[src/rtl/pipe_hazard_ctrl_pkg.sv]
// Shared types and constants for the pipeline hazard sequencer.
// State encoding, the pipeline NOP word and the default register-id width.
package pipe_hazard_ctrl_pkg;

   typedef enum logic {
      ST_RUN  = 1'b0,
      ST_WAIT = 1'b1
   } state_t;

   localparam logic [15:0] NOP_INSTR  = 16'h0800;
   localparam int          CTRL_REG_W = 4;

endpackage

[src/rtl/pipe_hazard_ctrl_slow_mem_timer.sv]
// Loadable down-counter with zero flag; counts the remaining frozen cycles
// of a slow data-memory access.
module slow_mem_timer #(
   parameter int W = 1
) (
   input  logic         clk,
   input  logic         rst,
   input  logic         i_load,
   input  logic [W-1:0] i_load_val,
   input  logic         i_dec,
   output logic [W-1:0] o_cnt,
   output logic         o_zero
);

   logic [W-1:0] r_cnt;

   always_ff @(posedge clk) begin
      if (!rst) begin
         r_cnt <= '0;
      end else if (i_load) begin
         r_cnt <= i_load_val;
      end else if (i_dec && (r_cnt != '0)) begin
         r_cnt <= r_cnt - W'(1);
      end
   end

   assign o_cnt  = r_cnt;
   assign o_zero = (r_cnt == '0);

endmodule

[src/rtl/pipe_hazard_ctrl.sv]
// Stall/flush sequencer for the five-stage pipeline: slow-memory freeze,
// load-use stall, IMEM structural conflict, taken branch, stall counter.
//
//   state   | meaning
//   --------+---------------------------------------------------------
//   ST_RUN  | normal flow; a slow request freezes and enters ST_WAIT
//   ST_WAIT | freeze while timer != 0; timer == 0 releases to ST_RUN
module pipe_hazard_ctrl
   import pipe_hazard_ctrl_pkg::*;
#(
   parameter int REG_W       = CTRL_REG_W,
   parameter int WAIT_CYCLES = 2,
   parameter int CNT_W       = 16
) (
   input  logic             clk,
   input  logic             rst,
   input  logic [REG_W-1:0] id_rx,
   input  logic [REG_W-1:0] id_ry,
   input  logic             id_rx_used,
   input  logic             id_ry_used,
   input  logic             id_branch_taken,
   input  logic             ex_is_load,
   input  logic [REG_W-1:0] ex_rd,
   input  logic             ex_rd_we,
   input  logic             mem_imem_access,
   input  logic             mem_slow_req,
   input  logic             stall_clr,
   output logic             pc_keep,
   output logic             pc_sel_branch,
   output logic             ifkeep,
   output logic             if_flush,
   output logic             idex_keep,
   output logic             idex_bubble,
   output logic             exmem_keep,
   output logic             memwb_bubble,
   output logic             busy,
   output logic [CNT_W-1:0] stall_cnt
);

   localparam int TW = (WAIT_CYCLES > 1) ? $clog2(WAIT_CYCLES) : 1;
   localparam logic [TW-1:0] LOAD_VAL = TW'(WAIT_CYCLES - 1);

   state_t           r_state;
   state_t           w_state_nxt;
   logic             w_freeze;
   logic             w_load;
   logic             w_dec;
   logic             w_zero;
   logic             w_load_use;
   logic [TW-1:0]    w_cnt;
   logic [CNT_W-1:0] r_stall_cnt;

   slow_mem_timer #(.W(TW)) u_timer (
      .clk        (clk),
      .rst        (rst),
      .i_load     (w_load),
      .i_load_val (LOAD_VAL),
      .i_dec      (w_dec),
      .o_cnt      (w_cnt),
      .o_zero     (w_zero)
   );

   always_ff @(posedge clk) begin
      if (!rst) begin
         r_state <= ST_RUN;
      end else begin
         r_state <= w_state_nxt;
      end
   end

   // The release cycle ignores mem_slow_req: the frozen instruction is leaving.
   always_comb begin
      w_state_nxt = r_state;
      w_freeze    = 1'b0;
      w_load      = 1'b0;
      w_dec       = 1'b0;
      case (r_state)
         ST_RUN: begin
            if (mem_slow_req) begin
               w_freeze    = 1'b1;
               w_load      = 1'b1;
               w_state_nxt = ST_WAIT;
            end
         end
         ST_WAIT: begin
            if (!w_zero) begin
               w_freeze = 1'b1;
               w_dec    = 1'b1;
            end else begin
               w_state_nxt = ST_RUN;
            end
         end
         default: w_state_nxt = ST_RUN;
      endcase
   end

   assign w_load_use = ex_is_load && ex_rd_we &&
                       ((id_rx_used && (id_rx == ex_rd)) ||
                        (id_ry_used && (id_ry == ex_rd)));

   always_comb begin
      pc_keep       = 1'b0;
      pc_sel_branch = 1'b0;
      ifkeep        = 1'b0;
      if_flush      = 1'b0;
      idex_keep     = 1'b0;
      idex_bubble   = 1'b0;
      exmem_keep    = 1'b0;
      memwb_bubble  = 1'b0;
      if (!rst) begin
         if_flush     = 1'b1;
         idex_bubble  = 1'b1;
         memwb_bubble = 1'b1;
      end else if (w_freeze) begin
         pc_keep      = 1'b1;
         ifkeep       = 1'b1;
         idex_keep    = 1'b1;
         exmem_keep   = 1'b1;
         memwb_bubble = 1'b1;
      end else if (w_load_use) begin
         pc_keep     = 1'b1;
         ifkeep      = 1'b1;
         idex_bubble = 1'b1;
      end else if (mem_imem_access) begin
         if_flush = 1'b1;
         if (id_branch_taken) begin
            pc_sel_branch = 1'b1;
         end else begin
            pc_keep = 1'b1;
         end
      end else if (id_branch_taken) begin
         pc_sel_branch = 1'b1;
         if_flush      = 1'b1;
      end
   end

   assign busy = rst && (r_state == ST_WAIT);

   always_ff @(posedge clk) begin
      if (!rst) begin
         r_stall_cnt <= '0;
      end else if (stall_clr) begin
         r_stall_cnt <= '0;
      end else if (pc_keep && (r_stall_cnt != '1)) begin
         r_stall_cnt <= r_stall_cnt + CNT_W'(1);
      end
   end

   assign stall_cnt = r_stall_cnt;

endmodule

[config.mk]
export PLATFORM = sky130hd
export DESIGN_NAME = pipe_hazard_ctrl
export DESIGN_NICKNAME = d
export VERILOG_FILES = /design/src/rtl/pipe_hazard_ctrl_pkg.sv /design/src/rtl/pipe_hazard_ctrl_slow_mem_timer.sv /design/src/rtl/pipe_hazard_ctrl.sv
export SDC_FILE = /design/constraint.sdc
export NUM_CORES = 1
export LEC_CHECK = 0
export ABC_AREA = 1
export CORE_MARGIN = 8
export CORE_UTILIZATION = 45
export DETAILED_ROUTE_END_ITERATION = 10
export GPL_ROUTABILITY_DRIVEN = 0
export MAX_ROUTING_LAYER = met4
export PLACE_DENSITY_LB_ADDON = 0.12
export SYNTH_ARGS = -nofsm -noshare
export SYNTH_HDL_FRONTEND = slang
export SYNTH_SLANG_ARGS = --single-unit
[constraint.sdc]
create_clock -name clk -period 2 [get_ports clk]
set_clock_uncertainty 0.1 [all_clocks]
set_input_delay 0.5 -clock clk [delete_from_list [all_inputs] [get_ports clk]]
set_output_delay 0.5 -clock clk [all_outputs]
set_load 0.02 [all_outputs]
==> out/qor.csv, run 1 <==
metric,value,unit
result_of_the_run,"finished, violations left",
violations,setup timing,
aggregate_global_routing_overflow,0,
detail_route.wl_per_cell,10.57,um
pin_count_of_the_biggest_net_entering_global_routing,22,
number_of_global_route_vias_before_repair,1414,
netlist-cell-type-count,27,
setup_repair_after_global_routing_missed_its_margin,true,
power.density,415.6,mW/mm^2
die-height,71.31,um
power_frac_clock,0.276,
max-slew-margin-rel,0.7974,
synthArstFlopShare,0,
multi_input_comb_area,823.3,um^2
finalMaxSlewViolations,0,
power_report.internal_total,0.5873,mW
io_buffers,46,
share_of_final_layout_standard_cells_stronger_than_drive_strength_1,0.2440,
setup_violations,1,
n_antenna_cell,0,
vias,1483,
floorplan.die.width,71.31,um
ys_ff_latch,18,
crit_required,1400,ps
clkSlewWorstSetupHoldPaths,110,ps
worstPathArrival,1410,ps
grt_pass1_wl,5940,um
cts.hold.buffers_added,0,
switching_share,0.2906,
cts_inserted_buffers,3,
final.min_clock_period,2011,ps
synth_nets,258,
r2r_cells,10,
floorplan.core_area,0.002978,mm^2
tightest_slew,301.5,ps
synth_top_flop_cell,dfxtp_1,
post_synth_main_area_contributors,"dfxtp_1, nand2_1, nor2_1",
crit_fanout,4,
final.period_utilization,1.006,
mostFrequentLayoutCell,nand2_1,
criticalPathCategory,primary input to output pin,
synth_area_per_cell,5.857,um^2
synth_warnings,0,
placement_rows,20,
final.fill_count,287,
yosys.area.top_type_share,0.2618,
ff_latch_area,361.6,um^2
synth-edff-count,0,
achievable_freq,0.4972,GHz
htree_num_levels,1,
switching_power,0.2405,mW
initial_utilization,0.4622,
routed_wl,3426,um
fin_area,0.001992,mm^2
combinational_power_share,0.276,
post_synth_instance_area,0.001376,mm^2
number_of_antenna_violations_at_the_first_check_in_global_routing,0,
cts_num_sinks,18,
p_seq_frac,0.448,
synth.yosys.seq_area_share,0.2618,
total_die_area,0.005084,mm^2
post_synth_inst_count,235,
synthToLayoutAreaGrowth,44.73,%
irDropWorstVdd,0.0003725,V
placement.cell_area,0.001939,mm^2
cap_viol_max_count,0,
min_delay_path_depth,1,
groute.usage.overall,0.1417,
drc,0,
clock_tree.buffer_depth,2,
mostFrequentLayoutCells,"nand2_1, nor2_1, inv_1, dfxtp_1, buf_4",
dp_hpwl,2719,um
hold_viol_final,0,
clock-root-buffer,clkbuf_4,
layout_setup_ws,-11.07,ps
first_pass_iters,4,
report.power.total,0.8278,mW
worstSetupStartpointType,primary input,
clk_latency,300,ps
antenna_left,0,
holdCritPathClass,flip-flop to flip-flop,
design.final.nets,315,
tritoncts_clock_tree,done,
post-synth-top-area-cell,dfxtp_1,
crit_path_capture_type,output pin,
power_leakage,1.104,nW
ios,47,
detail_route.vias_per_cell,4.577,
detail_route.iter0.violations,48,
==> stage by stage <==
step	utilization	worst slack (ps)	setup TNS, ps	hold WS [ps]	instances
after floorplan	-	-56.65	-67.76	368.2	235
after global placement	0.6513	-824.2	-10230	392.8	318
final	0.6689	-11.07	-11.07	367.5	324
after CTS	0.6500	-49.39	-105.4	412.0	324
after global routing	0.6689	-81.38	-332.5	379.3	324
after detailed placement	0.6513	-866.8	-11200	393.0	318
==> synth_stat cells, drive strengths merged, types with 2 or more instances <==
| cell type | n |
|---|---|
| nor3 | 5 |
| xnor2 | 2 |
| inv | 47 |
| nand4 | 13 |
| buf | 6 |
| nor2 | 48 |
| a21oi | 4 |
| xor2 | 2 |
| dfxtp | 18 |
| nand2 | 67 |
| nand3 | 19 |
==> worst max-delay path: stages <==
cell and delay [ps]:
clkdlybuf4s15_1 180, inv_1 50, nor2_1 40, a21oi_2 140, buf_4 170, nor2_2 50
a21oi_1 120, buf_4 160
==> registers in the layout (all words and copies together), names as in the netlist <==
signal and flops:
u_timer.o_cnt 1, stall_cnt 16, r_state 1
==> cell families (layout without fill, tap and decap cells) <==
logic type / Yosys count / after routing / share of synthesized area
AOI/OAI and AO/OA: 5 / 5 / 0.02182
buffers and inverters: 54 / 110 / 0.1682
xor gates and xnor gates: 4 / 4 / 0.02546
and+or+nand+nor: 153 / 153 / 0.5136
adders and majority gates: 1 / 1 / 0.009089
DFF: 18 / 18 / 0.2618
==> layout make-up <==
class | count | area share
clock buffers | 4 | 0.01822
inverters | 47 | 0.08857
repair buffers | 59 | 0.2776
flip-flops and latches | 18 | 0.1815
multi-input cells | 163 | 0.4133
well taps | 33 | 0.02073
==> layer usage <==
| layer | GRT usage | share of wire | up-vias |
|---|---|---|---|
| met2 | 0.2408 | 0.48 | 27 |
| met1 | 0.1578 | 0.46 | 629 |
| met3 | 0.04463 | 0.052 | 2 |
| li1 | - | - | 825 |
| met4 | 0.03233 | 0.0041 | 0 |
| met5 | - | 0 | - |
==> power by group through the flow <==
| stage | registers, mW | logic (mW) | clock network, mW |
|---|---|---|---|
| 3_3_place_gp | 0.379 | 0.226 | 0 |
| 5_1_grt | 0.373 | 0.248 | 0.255 |
| 3_5_place_dp | 0.379 | 0.229 | 0 |
| 4_1_cts | 0.371 | 0.219 | 0.242 |
| 6_report | 0.371 | 0.228 | 0.228 |
| 2_1_floorplan | 0.383 | 0.115 | 0 |
==> path summary, 6_finish.rpt <==
| kind | start | end | slack [ps] |
|---|---|---|---|
| hold reg to reg | r_state | u_timer.o_cnt | 370 |
| setup reg to reg | stall_cnt[1] | stall_cnt[8] | 260 |
| hold / removal | r_state | u_timer.o_cnt | 370 |
| setup / recovery | mem_slow_req | idex_bubble | -10 |
==> repair_timing <==
| action | CTS | global route |
|---|---|---|
| endpoints found under the hold margin | 0 | 0 |
| pin swaps | 26 | 20 |
| cloned | 0 | 0 |
| gates resized for setup | 104 | 27 |
| setup endpoints to repair | 11 | 13 |
| setup buffers | 2 | 0 |
Note: power is estimated with default switching activity, not from simulation.
==> inputs of run 2 (changes only) <==
--- a/config.mk
+++ b/config.mk
@@ -6,6 +6,7 @@
 export NUM_CORES = 1
 export LEC_CHECK = 0
 export ABC_AREA = 1
+export CAP_MARGIN = 20
 export CORE_MARGIN = 8
 export CORE_UTILIZATION = 45
 export DETAILED_ROUTE_END_ITERATION = 10
==> results of run 2 <==
The final DEF is identical to that of run 1; final timing and power are the same.
